## src/rtl/intersection_controller.sv

```systemverilog
// Two-road intersection sequencer: NS main road held green by default, EW side
// road and a pedestrian walk phase served on request after a minimum NS green.
module intersection_controller #(
  parameter int TW       = 8,
  parameter int NS_MIN   = 8,
  parameter int EW_T     = 6,
  parameter int YELLOW_T = 3,
  parameter int ALLRED_T = 1,
  parameter int WALK_T   = 5
) (
  input  logic       clk,
  input  logic       reset,
  input  logic       ew_car,
  input  logic       ped_req,
  output logic [1:0] ns_light,
  output logic [1:0] ew_light,
  output logic       walk,
  output logic       ped_wait,
  output logic [2:0] phase
);

  typedef enum logic [2:0] {
    NS_GREEN  = 3'd0,
    NS_YELLOW = 3'd1,
    ALL_RED_A = 3'd2,
    PED_WALK  = 3'd3,
    EW_GREEN  = 3'd4,
    EW_YELLOW = 3'd5,
    ALL_RED_B = 3'd6
  } state_e;

  localparam logic [1:0] LIGHT_RED    = 2'b00;
  localparam logic [1:0] LIGHT_GREEN  = 2'b01;
  localparam logic [1:0] LIGHT_YELLOW = 2'b10;

  // Terminal timer values: a phase lasting N cycles exits when the timer reads N-1.
  localparam logic [TW-1:0] NS_MIN_LAST = TW'(NS_MIN - 1);
  localparam logic [TW-1:0] EW_LAST     = TW'(EW_T - 1);
  localparam logic [TW-1:0] YELLOW_LAST = TW'(YELLOW_T - 1);
  localparam logic [TW-1:0] ALLRED_LAST = TW'(ALLRED_T - 1);
  localparam logic [TW-1:0] WALK_LAST   = TW'(WALK_T - 1);

  state_e        state_q, state_d;
  logic [TW-1:0] timer_q, timer_d;
  logic          ped_pending_q, ped_pending_d;

  // State register, phase timer and pedestrian latch, with synchronous reset.
  // NOTE: sequential state uses non-blocking assignments so every flop samples
  // the pre-edge values and the order of statements cannot create races.
  always_ff @(posedge clk) begin
    if (reset) begin
      state_q       <= NS_GREEN;
      timer_q       <= '0;
      ped_pending_q <= 1'b0;
    end else begin
      state_q       <= state_d;
      timer_q       <= timer_d;
      ped_pending_q <= ped_pending_d;
    end
  end

  // Next-state decision, timer update and pedestrian latch update.
  // NOTE: every signal written here gets a default first so no path leaves it
  // unassigned, which would otherwise infer a latch.
  always_comb begin
    state_d       = state_q;
    timer_d       = timer_q;
    ped_pending_d = ped_pending_q;

    case (state_q)
      NS_GREEN: begin
        if (timer_q == NS_MIN_LAST && (ew_car || ped_pending_q)) begin
          state_d = NS_YELLOW;
        end
      end
      NS_YELLOW: begin
        if (timer_q == YELLOW_LAST) state_d = ALL_RED_A;
      end
      ALL_RED_A: begin
        if (timer_q == ALLRED_LAST) state_d = ped_pending_q ? PED_WALK : EW_GREEN;
      end
      PED_WALK: begin
        if (timer_q == WALK_LAST) state_d = ew_car ? EW_GREEN : NS_GREEN;
      end
      EW_GREEN: begin
        if (timer_q == EW_LAST) state_d = EW_YELLOW;
      end
      EW_YELLOW: begin
        if (timer_q == YELLOW_LAST) state_d = ALL_RED_B;
      end
      ALL_RED_B: begin
        if (timer_q == ALLRED_LAST) state_d = NS_GREEN;
      end
      default: state_d = NS_GREEN;
    endcase

    // Timer restarts on every phase change; NS green saturates so a late
    // request is honoured on the very next edge.
    if (state_d != state_q) begin
      timer_d = '0;
    end else if (!(state_q == NS_GREEN && timer_q == NS_MIN_LAST)) begin
      timer_d = timer_q + 1'b1;
    end

    // Entering the walk phase serves the request, even one arriving on that edge.
    if (state_d == PED_WALK && state_q != PED_WALK) begin
      ped_pending_d = 1'b0;
    end else if (ped_req) begin
      ped_pending_d = 1'b1;
    end
  end

  // Moore decode of the lamps straight from the state register.
  always_comb begin
    ns_light = LIGHT_RED;
    ew_light = LIGHT_RED;
    walk     = 1'b0;
    case (state_q)
      NS_GREEN:  ns_light = LIGHT_GREEN;
      NS_YELLOW: ns_light = LIGHT_YELLOW;
      PED_WALK:  walk     = 1'b1;
      EW_GREEN:  ew_light = LIGHT_GREEN;
      EW_YELLOW: ew_light = LIGHT_YELLOW;
      default:   ;
    endcase
  end

  assign ped_wait = ped_pending_q;
  assign phase    = state_q;

endmodule
```

## config.mk

```make
export PLATFORM = sky130hd
export DESIGN_NAME = intersection_controller
export DESIGN_NICKNAME = d
export VERILOG_FILES = /design/src/rtl/intersection_controller.sv
export SDC_FILE = /design/constraint.sdc
export NUM_CORES = 1
export LEC_CHECK = 0
export CAP_MARGIN = 5
export CORE_UTILIZATION = 55
export DETAILED_ROUTE_END_ITERATION = 16
export PLACE_DENSITY_LB_ADDON = 0.2
export SLEW_MARGIN = 30
export SYNTH_ARGS = -nofsm -noshare
export SYNTH_HDL_FRONTEND = slang
export SYNTH_SLANG_ARGS = --single-unit
```

## constraint.sdc

```tcl
create_clock -name clk -period 3.9 [get_ports clk]
set_input_delay 0.78 -clock clk [delete_from_list [all_inputs] [get_ports clk]]
set_output_delay 0.78 -clock clk [all_outputs]
set_load 0.005 [all_outputs]
```

==> reports/results.tsv <==
stage	metric	value	unit
clock_tree	cts repair resizes	0	
setup_path	Worst Setup EP	ns_light[0]	
clock_tree	CTS Buf Count	3	
finish	fill count	102	
synthesis	largest cells by area after synthesis	dfxtp_1 (30%), nor2_1 (6.5%), ha_1 (6.2%)	
synthesis	ys flop type	dfxtp_1	
drt	Post-Route WL	1.82	mm
clock_tree	later-pin clock latency in the skew report	270	ps
synthesis	number of enable flip-flop cells after synthesis	0	
placed_design	Routability Congestion	0.758	
floorplan	Die X	40.5	um
synthesis	post-synthesis instance area	813	um2
power_and_ir_drop	sequential share of power	49.3	%
power_and_ir_drop	switching pwr	0.0701	mW
synthesis	cell with the most instances after synthesis	nor2_1	
power_and_ir_drop	Leak	0.348	nW
drt	routed vias	768	
setup_path	crit start category	flop	
sta	Setup TNS Final	0	ps
setup_path	CP Max Fanout	14	
grt	GRT Total Usage	25.7	%
grt	busiest layer in global routing	met2	
sta	Fin Clk Skew	5.22	ps
run	Max Cap Viol	0	
grt	routing usage on met1	28.4	%
sta	Slew HR	65.4	%
status	status	finished clean	
floorplan	Core Rows	13	
drt	vias per std cell	6.10	
clock_tree	setup repair bufs after CTS	0	
setup_path	Req. time, crit path	3120	ps
synthesis	area fraction of the dominant cell type after synthesis	29.5	%
sta	Least-Margin Pin Slew	517	ps
synthesis	Synth area leader	dfxtp_1	
floorplan	DIE AREA	0.00164	mm2
power_and_ir_drop	Clock Power Share	36.0	%
setup_path	nature of the critical path endpoint	output port	
synthesis	number of library cell types mapped by synthesis	36	
synthesis	synth cell count leaders	nor2_1 (14), dfxtp_1 (12), nand2_1 (8), nor3_1 (8), inv_1 (5)	
clock_tree	hold_buf cts	0	
finish	register area	240	um2
finish	area of the multi-input gates	537	um2
placed_design	dpl hpwl	1.35	mm
synthesis	Syn Area/Cell	8.21	um2
setup_path	worst r2r path cells	5	
sta	Final min period	2540	ps
power_and_ir_drop	combinational share of power	14.7	%
grt	initial antenna violation count	0	
clock_tree	H-tree Lvls	1	
sta	setup violators final	0	
placed_design	dpl ws	1330	ps
setup_path	reg-to-reg critical path startpoint	timer_q[3]	
sta	fin. max-slew vios	0	
setup_path	arrival time at the worst endpoint	1760	ps
finish	share of cells above drive strength 1	10.8	%
power_and_ir_drop	pwr dens	281	mW/mm2
synthesis	Seq/Total Area, Yosys	29.5	%
floorplan	initial core utilization	61.0	%
grt	vias in the first global route	636	
grt	first-pass GRT wire length	2.74	mm
power_and_ir_drop	Int Pwr	0.203	mW
floorplan	die height	40.5	um
sta	fmax	394	MHz
clock_tree	clk sinks	12	
worst_hold_path	Tightest Hold Check Type	reg2reg	
power_and_ir_drop	worst vdd rail ir drop	0.214	mV
clock_tree	Clock Pin Slew Worst Setup and Hold Paths	80	ps
clock_tree	Root Driver	clkbuf_4	
sta	final hold violations	0	
power_and_ir_drop	sw frac	25.7	%
finish	final core area utilization	72.8	%
setup_path	kind of critical path	reg2out	
sta	fin crit share	65.1	%
synthesis	syn_nets	107	
grt	largest net degree at the start of global routing	15	
sta	PnR worst setup slack	1360	ps
grt	grt met2 use	47.2	%
placed_design	port buffer count	12	
floorplan	io pins	13	
clock_tree	CTS tree	built	
finish	area delta synth->final	19.4	%
synthesis	#FFs+latches synth	12	
floorplan	core area	0.00133	mm2
sta	unrepaired setup endpoints after global routing	false	
setup_path	CP Launch Point	phase[0]	
clock_tree	CTS max path bufs	2	
synthesis	Async SR Flop Fraction	0	%
drt	DRC	0	
drt	remaining antenna violation count	0	
finish	Final #Nets	120	
grt	GRT overflow	0	
finish	number of antenna diodes	0	
grt	met3 Use GR	8.33	%
setup_path	R2R Setup Slk	1510	ps
drt	drt wl/cell	14.5	um
synthesis	synth warn	0	
setup_path	Worst R2R End	timer_q[3]	
synthesis	cells after synthesis	99	
drt	Starting DRT DRC Count	25	
drt	first drt pass iteration count	4	
==> worst max-delay path: stages, from the launching register on <==
cell	delay [ps]
dfxtp_1	440
or3_1	460
inv_1	80
clkdlybuf4s50_1	500
==> power groups by stage <==
stage / Combinational, mW / Sequential [mW] / Clock (mW)
finish: 0.0401 / 0.135 / 0.0983
global route: 0.0447 / 0.136 / 0.108
CTS: 0.0401 / 0.134 / 0.0995
detailed placement: 0.0396 / 0.137 / 0
global placement: 0.0381 / 0.137 / 0
floorplan: 0.0297 / 0.134 / 0
==> stage by stage <==
| step | instance area, um2 | power (mW) | hold slack (ps) | instances |
|---|---|---|---|---|
| floorplan | 813 | 0.164 | 476 | 99 |
| global placement | 935 | 0.175 | 495 | 122 |
| finish | 971 | 0.273 | 535 | 126 |
| global route | 971 | 0.288 | 545 | 126 |
| CTS | 971 | 0.274 | 536 | 126 |
| detailed placement | 935 | 0.177 | 516 | 122 |
==> registers in the layout (all words and copies together) (netlist names) <==
name,count
timer_q,8
phase,3
ped_wait,1
==> layer usage <==
| layer | share of wire [%] | vias to the layer above |
|---|---|---|
| met3 | 4.5 | 2 |
| li1 | - | 379 |
| met4 | 0.33 | 0 |
| met2 | 51 | 23 |
| met5 | 0 | - |
| met1 | 44 | 364 |
==> cell usage in the layout (no fill, tap or decap), types with 2 or more instances in the layout <==
cell / Yosys / routed
nand4_1: 4 / 4
nand2_1: 8 / 8
nand3_1: 2 / 2
inv_1: 5 / 5
a31oi_1: 2 / 2
clkdlybuf4s50_1: 0 / 12
or2_2: 2 / 2
nor2_1: 14 / 14
o211ai_1: 2 / 2
ha_1: 4 / 4
and2_1: 2 / 2
clkbuf_4: 0 / 3
nand2b_1: 3 / 3
mux2i_1: 3 / 3
xnor2_1: 3 / 3
nor4b_2: 2 / 2
xor2_1: 2 / 2
nor3_1: 8 / 8
dfxtp_1: 12 / 12
==> cell type report <==
cell class              count  share of cell area (%)
clock buffers               4                    3.74
inverters                   5                    1.93
flip-flops and latches     12                    24.7
well taps                  15                    1.93
repair buffers             12                    12.4
multi-input cells          78                    55.3
==> worst min-delay path by stage <==
| stage | from | endpoint | slack, ps | depth (start not counted) |
|---|---|---|---|---|
| after floorplan | timer_q[7] | timer_q[7] | 480 | 2 |
| after global placement | timer_q[7] | timer_q[7] | 500 | 2 |
| after detailed placement | timer_q[7] | timer_q[7] | 520 | 2 |
| after CTS | timer_q[7] | timer_q[7] | 540 | 2 |
| after global routing | timer_q[7] | timer_q[7] | 540 | 2 |
| final | timer_q[7] | timer_q[7] | 540 | 2 |
==> cells by family (layout without fill, tap and decap cells) <==
kind of cell             count (synthesis)  count (layout)  synth area share [%]
XOR/XNOR                                 5               5                  5.39
AND/OR/NAND/NOR                         52              52                  35.5
flip-flops                              12              12                  29.5
AO/OA/AOI/OAI                           14              14                  15.2
multiplexers                             3               3                  3.69
buffers and inverters                    9              21                  4.46
adder cells (fa/ha/maj)                  4               4                  6.15
(Power assumes the default switching activity.)
==> RTL change: new RTL, same flow settings <==
Make the reset (`reset`) asynchronous in one clocked block. Comments in the files are not updated.
--- a/src/rtl/intersection_controller.sv
+++ b/src/rtl/intersection_controller.sv
@@ -49,3 +49,3 @@
   // the pre-edge values and the order of statements cannot create races.
-  always_ff @(posedge clk) begin
+  always_ff @(posedge clk or posedge reset) begin
     if (reset) begin
Function: differs if reset is asserted again (counterexample within 4 cycles, from zero or initial values and one cycle with reset high); with reset held inactive, the same outputs for 10 cycles.
==> RTL change against the unedited design <==
Sequential share of layout area up 5.5 points. Critical path depth unchanged. Synthesized cell count down 9.1%. Final area up 2.2%. Synthesized area up 6.5%. Cell count down 8.7%. Clock skew down 0.0021 ns. Wire length down 9.6%. Sequential cell count unchanged. Setup slack better by 0.059 ns. Die area up 6.1%. Worst hold slack better by 0.015 ns.
Power is not compared: it rests on default switching activity, and its combinational part moved more than twofold at a synthesized area within 25%.
==> RTL change: results (changes against the unedited design) <==
[status]
status=complete, no violations

[detailed_routing]
viasPerCell=5.77  ; -5.4%
vias=663  ; -14%
drt_iter0_drc=11  ; -56%
drt_wl_total_um=1650  ; -9.6%

[critical_path]
r2r_start=timer_q[0]$_DFFE_PP0P_
reg2reg_to=timer_q[0]$_DFFE_PP0P_
r2r_slack_ns=2.01  ; +0.50 ns
worstRegToRegCells=7  ; +2
path_max_fanout=13  ; -1
cpPeakStageDelay_ns=0.65  ; +0.15 ns
crit_slowest_cell=dfrtp_1

[worst_hold_path]
hold_path_end=timer_q[7]$_DFFE_PP0P_

[place]
hpwlAfterDp_um=1280  ; -5.7%

[synthesis]
synth_common_cells=dfrtp_1 (12), nor2_1 (12), nand2_1 (6)
mappedNetlistNets=98  ; -8.4%
synth_fa_ha_area_frac=0.0578  ; -0.00373
synthArstFlopShare=1.00  ; +1.00
synth_ff_type=dfrtp_1
synth_area_leaders=dfrtp_1 (35%), ha_1 (5.8%), nor2_1 (5.2%)
synth_compound_area_frac=0.118  ; -0.0338

[timing]
finClkSkew_ns=0.00313  ; -0.00210 ns
worst_pin_slew_ns=0.484  ; -0.0330 ns

[global_routing]
grt_pass1_wl_um=2950  ; +7.8%
grt_pass1_vias=638  ; +0.31%
met3_usage=0.0391  ; -0.0442
grtUsageTotal=0.217  ; -0.0404
use_met2=0.359  ; -0.113

[cells_and_area]
fillCellCount=112  ; +9.8%
nets=109  ; -9.2%

-- RTL change: changes by cell type in the layout (fill, tap and decap cells not counted), moves of 3 or more --
cell	before	now
dfrtp_1	0	12
dfxtp_1	12	0
nor3_1	8	1
nand3_1	2	5
nor3_2	0	3
-- RTL change: worst max path at each step --
stage | startpoint | to | slack [ns] | cells past startpoint
floorplan | phase[1]$_DFF_PP0_ | ns_light[1] | 2.28 | 3
global placement | phase[0]$_DFF_PP0_ | ns_light[1] | 1.76 | 3
detailed placement | phase[0]$_DFF_PP0_ | ns_light[1] | 1.72 | 3
CTS | phase[0]$_DFF_PP0_ | ns_light[1] | 1.42 | 3
global route | phase[0]$_DFF_PP0_ | ns_light[1] | 1.26 | 3
finish | phase[0]$_DFF_PP0_ | ns_light[1] | 1.42 | 3
-- RTL change: cell type report --
| cell class | instances | area [um^2] | share of cell area |
|---|---|---|---|
| multi-input combinational | 67 | 498 | 0.502 |
| tap | 15 | 18.8 | 0.0189 |
| clock buffer | 4 | 36.3 | 0.0366 |
| inverter | 5 | 18.8 | 0.0189 |
| timing repair buffer | 12 | 120 | 0.121 |
| sequential | 12 | 300 | 0.303 |
-- RTL change: power breakdown --
group / total (uW) / internal, uW / switching [uW]
combinational: 5.60 / 2.68 / 2.91
clock: 98.9 / 56.7 / 42.3
sequential: 124 / 124 / 0.0000000000000711
-- RTL change: metal layers --
| metal | wire length (um) | up-vias |
|---|---|---|
| li1 | - | 335 |
| met2 | 842 | 16 |
| met4 | 0 | 0 |
| met1 | 747 | 312 |
| met3 | 58 | 0 |
| met5 | 0 | - |
-- RTL change: cell families after synthesis --
logic type | Yosys count
and+or+nand+nor | 43
muxes | 2
xor gates and xnor gates | 5
adders and majority gates | 4
AOI/OAI and AO/OA | 13
buffers and inverters | 11
DFF | 12
-- RTL change: worst register-to-register path: cells and delay by family, from the launching register on --
kind,cells,cell delay [ns]
fa+ha+maj,1,0.24
buf+inv,1,0.13
simple gates,3,0.47
flops,1,0.43
compound gates,2,0.50
-- RTL change: through the flow --
step                cell area [um^2]  hold slack [ns]
detailed placement               956            0.536
global placement                 956            0.524
global route                     992            0.608
CTS                              992            0.554
floorplan                        866            0.506
finish                           992            0.550
